===== src/rtl/calc_disp_pkg.sv =====
`default_nettype none
// +------------------------------------------------------------------------+
// | calc_disp_pkg                                                          |
// | Segment patterns and scan FSM state type shared by the display driver.|
// | Revision: 1.0                                                          |
// +------------------------------------------------------------------------+
package calc_disp_pkg;

  // Active-low patterns, bit order {g,f,e,d,c,b,a}
  localparam logic [6:0] SEG_0    = 7'b1000000;
  localparam logic [6:0] SEG_1    = 7'b1111001;
  localparam logic [6:0] SEG_2    = 7'b0100100;
  localparam logic [6:0] SEG_3    = 7'b0110000;
  localparam logic [6:0] SEG_4    = 7'b0011001;
  localparam logic [6:0] SEG_5    = 7'b0010010;
  localparam logic [6:0] SEG_6    = 7'b0000010;
  localparam logic [6:0] SEG_7    = 7'b1111000;
  localparam logic [6:0] SEG_8    = 7'b0000000;
  localparam logic [6:0] SEG_9    = 7'b0010000;
  localparam logic [6:0] SEG_DASH = 7'b0111111;
  localparam logic [6:0] SEG_OFF  = 7'h7F;

  typedef enum logic [0:0] {
    BLANK = 1'b0,
    DRIVE = 1'b1
  } disp_state_t;

endpackage
`default_nettype wire


===== src/rtl/bcd_to_seg7.sv =====
`default_nettype none
// +------------------------------------------------------------------------+
// | bcd_to_seg7                                                            |
// | Combinational BCD nibble to active-low 7-segment pattern; A-F = dash. |
// | Revision: 1.0                                                          |
// +------------------------------------------------------------------------+
module bcd_to_seg7
  import calc_disp_pkg::*;
(
  input  logic [3:0] nibble,
  output logic [6:0] seg
);

  always_comb begin
    seg = SEG_DASH;
    case (nibble)
      4'd0: seg = SEG_0;
      4'd1: seg = SEG_1;
      4'd2: seg = SEG_2;
      4'd3: seg = SEG_3;
      4'd4: seg = SEG_4;
      4'd5: seg = SEG_5;
      4'd6: seg = SEG_6;
      4'd7: seg = SEG_7;
      4'd8: seg = SEG_8;
      4'd9: seg = SEG_9;
      default: seg = SEG_DASH;
    endcase
  end

endmodule
`default_nettype wire


===== src/rtl/seg7_scan_driver.sv =====
`default_nettype none
// +------------------------------------------------------------------------+
// | seg7_scan_driver                                                       |
// | 4-digit multiplexed display driver with frame-synchronous double       |
// | buffering and anti-ghosting blanking. LEAD_ZERO_BLANK_EN suppresses    |
// | leading zero digits.                                                   |
// | Revision: 1.0                                                          |
// +------------------------------------------------------------------------+
module seg7_scan_driver
  import calc_disp_pkg::*;
#(
  parameter int BLANK_CYCLES = 16,
  parameter int BW           = 5
) (
  input  logic        clck,
  input  logic        reste,
  input  logic [1:0]  count,
  input  logic [15:0] bcd_in,
  input  logic        load_valid,
  output logic        load_ready,
  output logic [3:0]  an,
  output logic [6:0]  seg
);

  localparam logic [BW-1:0] c_BLANK_LOAD = BW'(BLANK_CYCLES);
  localparam logic [BW-1:0] c_BLANK_LAST = BW'(1);

  logic [1:0]    cnt_q, cnt_d;
  logic [15:0]   pend_q, pend_d;
  logic          pend_full_q, pend_full_d;
  logic [15:0]   active_q, active_d;
  disp_state_t   state_q, state_d;
  logic [BW-1:0] blank_cnt_q, blank_cnt_d;
  logic [3:0]    an_q, an_d;
  logic [6:0]    seg_q, seg_d;

  logic          w_chg;
  logic          w_wrap;
  logic [3:0]    w_nibble;
  logic [6:0]    w_dec_seg;
  logic [3:0]    w_lz;

  assign w_chg      = (count != cnt_q);
  assign w_wrap     = (cnt_q == 2'd3) && (count == 2'd0);
  assign w_nibble   = active_q[{cnt_q, 2'b00} +: 4];
  assign load_ready = ~pend_full_q;
  assign an         = an_q;
  assign seg        = seg_q;

  bcd_to_seg7 u_dec (
    .nibble (w_nibble),
    .seg    (w_dec_seg)
  );

  always_comb begin
    w_lz = 4'b0000;
`ifdef LEAD_ZERO_BLANK_EN
    // Zero run from the left; digit 0 always stays lit
    w_lz[3] = (active_q[15:12] == 4'd0);
    w_lz[2] = w_lz[3] && (active_q[11:8] == 4'd0);
    w_lz[1] = w_lz[2] && (active_q[7:4] == 4'd0);
`endif
  end

  always_comb begin
    cnt_d       = count;
    pend_d      = pend_q;
    pend_full_d = pend_full_q;
    active_d    = active_q;
    state_d     = state_q;
    blank_cnt_d = blank_cnt_q;
    an_d        = 4'hF;
    seg_d       = SEG_OFF;

    // Commit and accept are exclusive: both key off the pre-edge pend_full
    if (w_wrap && pend_full_q) begin
      active_d    = pend_q;
      pend_full_d = 1'b0;
    end else if (load_valid && !pend_full_q) begin
      pend_d      = bcd_in;
      pend_full_d = 1'b1;
    end

    if (w_chg) begin
      state_d     = BLANK;
      blank_cnt_d = c_BLANK_LOAD;
    end else begin
      case (state_q)
        BLANK: begin
          if (blank_cnt_q == c_BLANK_LAST) begin
            state_d = DRIVE;
          end else begin
            blank_cnt_d = blank_cnt_q - c_BLANK_LAST;
          end
        end
        DRIVE: state_d = DRIVE;
      endcase
    end

    if (state_q == DRIVE && !w_lz[cnt_q]) begin
      an_d  = ~(4'b0001 << cnt_q);
      seg_d = w_dec_seg;
    end
  end

  always_ff @(posedge clck or posedge reste) begin
    if (reste) begin
      cnt_q       <= 2'd0;
      pend_q      <= 16'h0000;
      pend_full_q <= 1'b0;
      active_q    <= 16'h0000;
      state_q     <= BLANK;
      blank_cnt_q <= c_BLANK_LOAD;
      an_q        <= 4'hF;
      seg_q       <= SEG_OFF;
    end else begin
      cnt_q       <= cnt_d;
      pend_q      <= pend_d;
      pend_full_q <= pend_full_d;
      active_q    <= active_d;
      state_q     <= state_d;
      blank_cnt_q <= blank_cnt_d;
      an_q        <= an_d;
      seg_q       <= seg_d;
    end
  end

endmodule
`default_nettype wire


===== config.mk =====
export PLATFORM = sky130hd
export DESIGN_NAME = seg7_scan_driver
export DESIGN_NICKNAME = d
export VERILOG_FILES = /design/src/rtl/calc_disp_pkg.sv /design/src/rtl/bcd_to_seg7.sv /design/src/rtl/seg7_scan_driver.sv
export SDC_FILE = /design/constraint.sdc
export NUM_CORES = 1
export LEC_CHECK = 0
export BUFFER_PORTS_ARGS = -buffer_cell sky130_fd_sc_hd__buf_4
export CAP_MARGIN = 20
export CORE_MARGIN = 2
export CORE_UTILIZATION = 30
export DETAILED_ROUTE_END_ITERATION = 16
export MAX_ROUTING_LAYER = met4
export PLACE_DENSITY_LB_ADDON = 0.1
export SLEW_MARGIN = 20
export SYNTH_ARGS = -nofsm -noshare
export SYNTH_HDL_FRONTEND = slang
export SYNTH_SLANG_ARGS = --single-unit

===== constraint.sdc =====
create_clock -name clck -period 1.9 [get_ports clck]
set_clock_uncertainty 0.15 [all_clocks]
set_input_delay 0.38 -clock clck [delete_from_list [all_inputs] [get_ports clck]]
set_output_delay 0.38 -clock clck [all_outputs]
set_load 0.03 [all_outputs]

==> flow_summary.json, run 1 <==
{
  "dp_worst_setup_slack_ps": -0.614,
  "num_vias": 1416,
  "period_needed_ps": 1850,
  "end_kind": "register",
  "tritoncts": "built",
  "core_area_um2": 7250,
  "finalHoldViolCount": 0,
  "synthTopCellsByArea": "dfrtp_1 (44%), mux2_2 (16%), dfstp_2 (14%)",
  "hold_path_depth": 1,
  "fillers": 721,
  "via_per_inst": 4.55,
  "placed_area_um2": 2690,
  "synth_compound_area_frac": 0.0439,
  "htreeDepth": 2,
  "post-route-period-util": 0.973,
  "synth.most_common_cell": "dfrtp_1",
  "crit_path_cell_trace": "mux4_2 -> inv_2 -> ha_4 -> inv_2 -> a21oi_2 -> o21ai_1 -> a21bo_1",
  "synth-adder-area-share": 0.0444,
  "yosysSeqAreaShare": 0.584,
  "clk_latency_ps": 300,
  "fin_tns_setup_ps": 0,
  "crit_path_frequent_cell": "inv_2",
  "fin_area_um2": 2830,
  "r2r_slack_ps": 50,
  "setup_viol": 0,
  "yosysUniqueCellTypes": 33,
  "drive_above_1_share": 0.528,
  "yosys.area_share.simple": 0.0777,
  "max_freq_mhz": 541,
  "final_antenna_net_count": 0,
  "min_path_type": "in2reg",
  "synth_top_area_cell": "dfrtp_1",
  "cpMaxStageDelayCell": "mux4_2",
  "portBuffers": 32,
  "overflow": 0,
  "timing.hold.ws_ps": 58.4,
  "nets": 240,
  "synthToLayoutAreaGrowth_pct": 25.5,
  "cts_root_buf": "clkbuf_8",
  "tightest_slew_ps": 443,
  "grt_pass1_vias": 1440,
  "drc": 0,
  "regArea_um2": 1320,
  "reg2reg_depth": 7,
  "power_density_nw_per_um2": 1120,
  "slew_headroom": 0.704,
  "dieWidth_um": 90.7,
  "ys.flop_type": "dfrtp_1",
  "grt_pass1_wl_mm": 7.08,
  "multi_input_area_um2": 905,
  "ios": 33,
  "antenna_found_initial": 0,
  "grt.total_usage": 0.112,
  "cts_buffers": 5,
  "synthMuxAreaShare": 0.200,
  "p_leak_uw": 0.00120,
  "timing.final.ws_setup_ps": 50.7,
  "crit_type": "reg2reg",
  "grt_max_degree": 23,
  "critPathArrivalTime_ps": 1930,
  "rows": 31,
  "synth_top_family_by_area": "multiplexers",
  "cts_buffer_depth": 2,
  "yosys-top-cells-count": "dfrtp_1 (40), mux2_2 (32), dfstp_2 (12), nor2_1 (10)",
  "run_status": "complete, no violations",
  "critPathRequiredTime_ps": 1980,
  "critPathMaxStageDelay_ps": 560,
  "cp-start-kind": "register",
  "fin_cells": 311,
  "syn-cell-area_um2": 2250,
  "drv_slew": 0,
  "gp_congestion": 0.780,
  "rsz0062_at_grt": "yes",
  "ys_warn_count": 0,
  "die_h_um": 90.7,
  "initial_core_util": 0.311,
  "wl_per_cell_um": 13.2,
  "diodes": 0,
  "drt_iter0_drc": 54,
  "dieArea_um2": 8220,
  "finalWirelength_mm": 4.12,
  "max_cap_viol_count": 0,
  "async_flop_share": 1.00,
  "clk_pin_slew_ps": 80,
  "hpwl_mm": 3.01,
  "syn_nets": 193,
  "dp_cells": 301,
  "synth_edf_count": 0,
  "critPathMaxFanout": 4,
  "synth-xor-area-share": 0.0194,
  "cts_sinks": 52,
  "syn_inst": 164,
  "syn-mean-instance-area_um2": 13.7,
  "dr.pass1.iters": 4,
  "synth_top_area_frac": 0.444,
  "yosys_register_bits": 52,
  "ir_worst_vdd_mv": 0.428
}
cell usage in the layout, fill, tap and decap left out, types with 2 or more instances in the layout:
| cell | netlist | routed |
|---|---|---|
| xnor2_1 | 5 | 5 |
| clkbuf_1 | 2 | 2 |
| nor2_1 | 10 | 10 |
| o21ai_1 | 1 | 4 |
| o21ai_0 | 5 | 2 |
| nand3b_1 | 2 | 2 |
| dfrtp_1 | 40 | 39 |
| a31oi_1 | 2 | 2 |
| dfstp_2 | 12 | 12 |
| clkbuf_8 | 0 | 5 |
| ha_1 | 8 | 7 |
| mux2_2 | 32 | 32 |
| nand3_1 | 2 | 2 |
| inv_1 | 8 | 4 |
| a21oi_1 | 5 | 3 |
| buf_4 | 0 | 44 |
| nor2b_1 | 3 | 2 |
| nand2_1 | 3 | 3 |
| a21oi_2 | 0 | 2 |
| mux4_2 | 4 | 4 |
| inv_2 | 0 | 4 |
final timing paths:
kind                       startpoint      endpoint
setup / recovery             cnt_q[0]        seg[4]
hold / removal               count[1]      cnt_q[1]
setup reg to reg             cnt_q[0]        seg[4]
hold reg to reg            pend_q[14]    pend_q[14]
max in group asynchronous       reste  active_q[15]
min in group asynchronous       reste      cnt_q[1]
worst max-delay path, delay by kind of cell (launching register included):
family	cells	cell delay, ps
adder cells (fa/ha/maj)	1	140
multiplexers	1	560
buffers and inverters	2	160
flip-flops	1	420
AO/OA/AOI/OAI	3	370
through the flow:
step,utilization,power (µW)
after floorplan,-,2180
after global placement,0.371,2440
after detailed placement,0.371,2480
after CTS,0.383,3090
after global routing,0.390,3390
final,0.390,3160
what timing repair did:
item                                    in CTS  in global routing
hold buffers                                 1                  0
hold endpoints to repair                     8                  0
endpoints found under the setup margin       1                 13
resized for setup                            1                 15
buffers inserted                             0                  1
pin swaps                                    1                  3
layer usage:
layer  wire, µm  share of wire  up-vias  track usage
met3        168          0.041        5       0.0326
met1       1860           0.45      726        0.140
met2       2040           0.50       24        0.174
li1           -              -      661            -
met4         53          0.013        0       0.0385
met5          0              0        -            -
cell type report:
cell class,instances,share of cell area
flip-flops and latches,52,0.466
repair buffers,47,0.131
clock inverters,1,0.00133
inverters,8,0.0106
clock buffers,7,0.0270
well taps,99,0.0438
multi-input cells,97,0.320
where the power goes:
part | total (µW) | switching [µW] | internal, µW
Sequential | 1570 | 169 | 1400
Clock | 594 | 337 | 257
Combinational | 998 | 434 | 564
sequential cells by signal (all words and copies together) (netlist names):
signal,cells
active_q,16
pend_full_q,1
pend_q,16
state_q,1
cnt_q,2
an,4
blank_cnt_q,5
seg,7
cell families after synthesis:
kind of cell | count (synthesis)
XOR/XNOR | 5
flip-flops | 52
adder cells (fa/ha/maj) | 8
multiplexers | 36
AND/OR/NAND/NOR | 31
buffers and inverters | 15
AO/OA/AOI/OAI | 17
No activity file was read; power rests on OpenSTA's default activity.
==> inputs of run 2 (changes only) <==
CORE_UTILIZATION = 50   (was 30)
==> run 2 against run 1 <==
Compared with the run above:
- non-clock buffer count down 1
- largest cell class unchanged
- wire length grew 1.6%
- count of clock-buffer cells in the layout shrank 1
- die area is 38% lower
- critical endpoint is now seg[0]
- cell count decreased by 15%
==> flow_summary.json, run 2 (same netlist as run 1, synthesis figures left out) <==
{
  "run_status": "complete, no violations",
  "wl_per_cell_um": 15.9,
  "r2r_slack_ps": 6,
  "drv_slew": 0,
  "crit_end": "seg[0]",
  "tightest_slew_ps": 546,
  "r2r-start": "cnt_q[0]",
  "fillers": 337,
  "ios": 33,
  "gp_congestion": 0.843,
  "cp-start-kind": "register",
  "critPathArrivalTime_ps": 1950,
  "post-route-period-util": 0.997,
  "fin_cells": 263,
  "p_leak_uw": 0.00122,
  "dp_worst_setup_slack_ps": -42.4,
  "drc": 0,
  "via_per_inst": 5.49,
  "reg2reg_depth": 5,
  "dieArea_um2": 5060,
  "tritoncts": "built",
  "max_freq_mhz": 528,
  "r2r-end": "seg[0]",
  "final_antenna_net_count": 0,
  "cts_buffer_depth": 2,
  "overflow": 0,
  "cp-startpoint": "cnt_q[0]",
  "layout_commonest_cell": "buf_4",
  "rsz0062_at_grt": "yes",
  "grt.total_usage": 0.182,
  "rows": 24,
  "multi_input_area_um2": 916,
  "grt_pass1_wl_mm": 6.85,
  "max_cap_viol_count": 0,
  "grt_pass1_vias": 1466,
  "synthToLayoutAreaGrowth_pct": 24.0,
  "dp_cells": 250,
  "diodes": 0,
  "nets": 240,
  "layout_common_cells": "buf_4 (41), dfrtp_1 (39), mux2_2 (32)",
  "critPathRequiredTime_ps": 1950,
  "portBuffers": 32,
  "dr.pass1.iters": 4,
  "cts_root_buf": "clkbuf_8",
  "end_kind": "register",
  "ir_worst_vdd_mv": 0.703,
  "finalHoldViolCount": 0,
  "clk_latency_ps": 300,
  "cts_buffers": 5,
  "die_h_um": 71.1,
  "clk_pin_slew_ps": 90,
  "critPathMaxFanout": 4,
  "setup_viol": 0,
  "dieWidth_um": 71.1,
  "timing.final.ws_setup_ps": 6.34,
  "crit_type": "reg2reg",
  "slew_headroom": 0.635,
  "core_area_um2": 4350,
  "num_vias": 1445,
  "cts_sinks": 52,
  "htreeDepth": 2,
  "power_density_nw_per_um2": 1150,
  "antenna_found_initial": 0,
  "min_path_type": "in2reg",
  "grt_max_degree": 26,
  "hpwl_mm": 2.89,
  "drive_above_1_share": 0.521,
  "period_needed_ps": 1890,
  "drt_iter0_drc": 59,
  "finalWirelength_mm": 4.19,
  "initial_core_util": 0.518,
  "regArea_um2": 1320
}
[run 2: worst min-delay path by stage]
stage                         from  slack [ps]  cells past startpoint        endpoint
final                     count[1]          70                      1        cnt_q[1]
after global routing      count[1]          50                      1        cnt_q[1]
after CTS                 count[1]          60                      1        cnt_q[1]
after detailed placement     reste         310                      2  blank_cnt_q[3]
after global placement       reste         300                      2  blank_cnt_q[3]
after floorplan           count[0]         260                      0        cnt_q[0]
[run 2: layout make-up]
type                    instances  area share
clock buffers                   6      0.0295
clock inverters                 1     0.00134
inverters                       8      0.0107
multi-input cells              98       0.328
flip-flops and latches         52       0.471
well taps                      52      0.0233
repair buffers                 46       0.136
[run 2: critical path: stages, from the launching register on]
cell	delay, ps
dfrtp_2	410
mux4_2	580
ha_1	220
or2_0	240
a21oi_2	150
a31oi_1	60
[run 2: per-stage QoR]
stage / TNS, ps / total power (µW) / hold slack (ps) / instance area [µm²] / util
after floorplan: 0 / 2180 / 261 / 2250 / -
after global placement: 0 / 2370 / 301 / 2610 / 0.600
after detailed placement: -48.1 / 2430 / 311 / 2610 / 0.600
after CTS: 0 / 3080 / 62.4 / 2720 / 0.625
after global routing: -196 / 3410 / 54.3 / 2800 / 0.642
final: 0 / 3210 / 73.9 / 2800 / 0.642
[run 2: what timing repair did]
action / in CTS / in global routing
setup buffers: 1 / 3
pin swaps: 1 / 0
setup endpoints to repair: 4 / 10
cloned: 0 / 1
gates resized for setup: 2 / 11
hold buffers: 1 / 0
hold endpoints to repair: 11 / 0
[run 2: where the power goes]
part           leakage, µW  total [µW]  internal [µW]  switching (µW)
clock            0.0000447         618            284             333
sequential        0.000608        1580           1400             182
combinational     0.000566        1010            564             448
total              0.00122        3210           2250             963
[run 2: routing by layer]
| layer | global-route usage | vias up | share of wire |
|---|---|---|---|
| li1 | - | 666 | - |
| met1 | 0.221 | 741 | 0.43 |
| met2 | 0.296 | 34 | 0.51 |
| met3 | 0.0470 | 4 | 0.042 |
| met4 | 0.0629 | 0 | 0.014 |
| met5 | - | - | 0 |
==> inputs of run 3 (changes only) <==
PLACE_DENSITY = 0.72   (was unset)
PLACE_DENSITY_LB_ADDON = unset   (was 0.1)
SETUP_SLACK_MARGIN = 0.15   (was unset)
==> run 3 against run 2 <==
Compared with the run above:
- sequential share of layout area shrank 2.2 points
- die area is the same
- total power grew 4.6%
- largest cell class unchanged
- sequential power is essentially flat
- via count shrank 2.5%
- largest power group unchanged
- non-clock buffer count grew 4
- combinational power grew 12%
- core utilization grew 3.2 points
==> flow_summary.json, run 3 (same netlist as run 1, synthesis figures left out) <==
{
  "fin_cells": 267,
  "synthToLayoutAreaGrowth_pct": 30.3,
  "grt_pass1_vias": 1510,
  "setup_viol": 0,
  "dp_cells": 249,
  "critPathMaxStageDelay_ps": 590,
  "end_kind": "register",
  "critPathRequiredTime_ps": 1950,
  "gp_congestion": 0.797,
  "cts_root_buf": "clkbuf_8",
  "post-route-period-util": 0.981,
  "grt_max_degree": 30,
  "drt_iter0_drc": 61,
  "hold_buffers": 0,
  "hpwl_mm": 2.95,
  "die_h_um": 71.1,
  "overflow": 0,
  "cts_buffers": 5,
  "tritoncts": "built",
  "final_antenna_net_count": 0,
  "ios": 33,
  "report.power.total_uw": 3360,
  "finalWirelength_mm": 4.33,
  "cts_sinks": 52,
  "antenna_found_initial": 0,
  "htreeDepth": 2,
  "crit_path_cell_trace": "buf_6 -> mux4_2 -> or2_1 -> a21oi_2 -> a31oi_1",
  "power_density_nw_per_um2": 1140,
  "rsz0062_at_grt": "yes",
  "grt.total_usage": 0.189,
  "clk_latency_ps": 300,
  "initial_core_util": 0.518,
  "drv_slew": 0,
  "drive_above_1_share": 0.567,
  "via_per_inst": 5.28,
  "diodes": 0,
  "tightest_slew_ps": 633,
  "min_path_type": "in2async",
  "layout_common_cells": "buf_4 (44), dfrtp_1 (38), mux2_2 (16), mux2_4 (16), dfstp_2 (12)",
  "core_area_um2": 4350,
  "ir_worst_vdd_mv": 0.558,
  "critPathArrivalTime_ps": 1920,
  "slew_headroom": 0.577,
  "portBuffers": 32,
  "nets": 243,
  "drc": 0,
  "cpMaxStageDelayCell": "mux4_2",
  "critPathMaxFanout": 8,
  "wl_per_cell_um": 16.2,
  "max_freq_mhz": 536,
  "max_cap_viol_count": 0,
  "p_leak_uw": 0.00128,
  "crit_type": "reg2reg",
  "clk_pin_slew_ps": 90,
  "cts_buffer_depth": 2,
  "finalHoldViolCount": 0,
  "run_status": "complete, no violations",
  "period_needed_ps": 1860,
  "dieArea_um2": 5060,
  "dieWidth_um": 71.1,
  "rows": 24,
  "dr.pass1.iters": 4,
  "layout_commonest_cell": "buf_4",
  "num_vias": 1409,
  "grt_pass1_wl_mm": 7.16,
  "cp-start-kind": "register"
}
## run 3: path summary, 6_finish.rpt
check | start | to | slack [ps] | depth (start not counted)
hold reg to reg | pend_q[0] | active_q[0] | 360 | 1
min in group clck | count[1] | cnt_q[1] | 50 | 1
setup / recovery | cnt_q[0] | seg[3] | 40 | 5
max in group asynchronous | reste | active_q[13] | 1080 | 3
hold / removal | reste | active_q[7] | 9 | 2
setup reg to reg | cnt_q[0] | seg[3] | 40 | 5
## run 3: repair_timing
| action | 4_1_cts | 5_1_grt |
|---|---|---|
| setup endpoints to repair | 10 | 25 |
| setup buffers | 5 | 3 |
| pin swaps | 5 | 2 |
| gates cloned | 0 | 2 |
| resized for setup | 26 | 7 |
## run 3: layout make-up
| type | count | area [µm²] |
|---|---|---|
| flip-flops and latches | 52 | 1320 |
| repair buffers | 50 | 443 |
| fillers | 289 | 1420 |
| well taps | 52 | 65.1 |
| clock buffers | 8 | 90.1 |
| multi-input cells | 97 | 985 |
| inverters | 8 | 33.8 |
## run 3: metrics by stage
step	setup slack [ps]	hold slack, ps	TNS, ps	cell area [µm²]	util
after CTS	-6.55	29.3	-6.55	2840	0.652
after floorplan	50.1	261	0	2270	-
after global routing	-48.6	43.0	-139	2940	0.674
final	35.8	8.89	0	2940	0.674
after global placement	39.1	330	0	2620	0.602
after detailed placement	-27.6	343	-49.6	2620	0.602
## run 3: worst max-delay path: cells and delay by family, from the launching register on
| kind | cells | cell delay, ps |
|---|---|---|
| AND/OR/NAND/NOR | 1 | 280 |
| multiplexers | 1 | 590 |
| AO/OA/AOI/OAI | 2 | 200 |
| flip-flops | 1 | 430 |
| buffers and inverters | 1 | 120 |
## run 3: layer usage
layer  vias to the layer above  track usage  wire, µm
met3                         7       0.0399       149
met5                         -            -         0
met2                        28        0.320      2250
met1                       708        0.233      1880
li1                        666            -         -
met4                         0       0.0503        60
## run 3: where the power goes
part	switching [µW]	total, µW	internal (µW)
clock network	333	631	297
logic	458	1130	670
registers	198	1600	1400
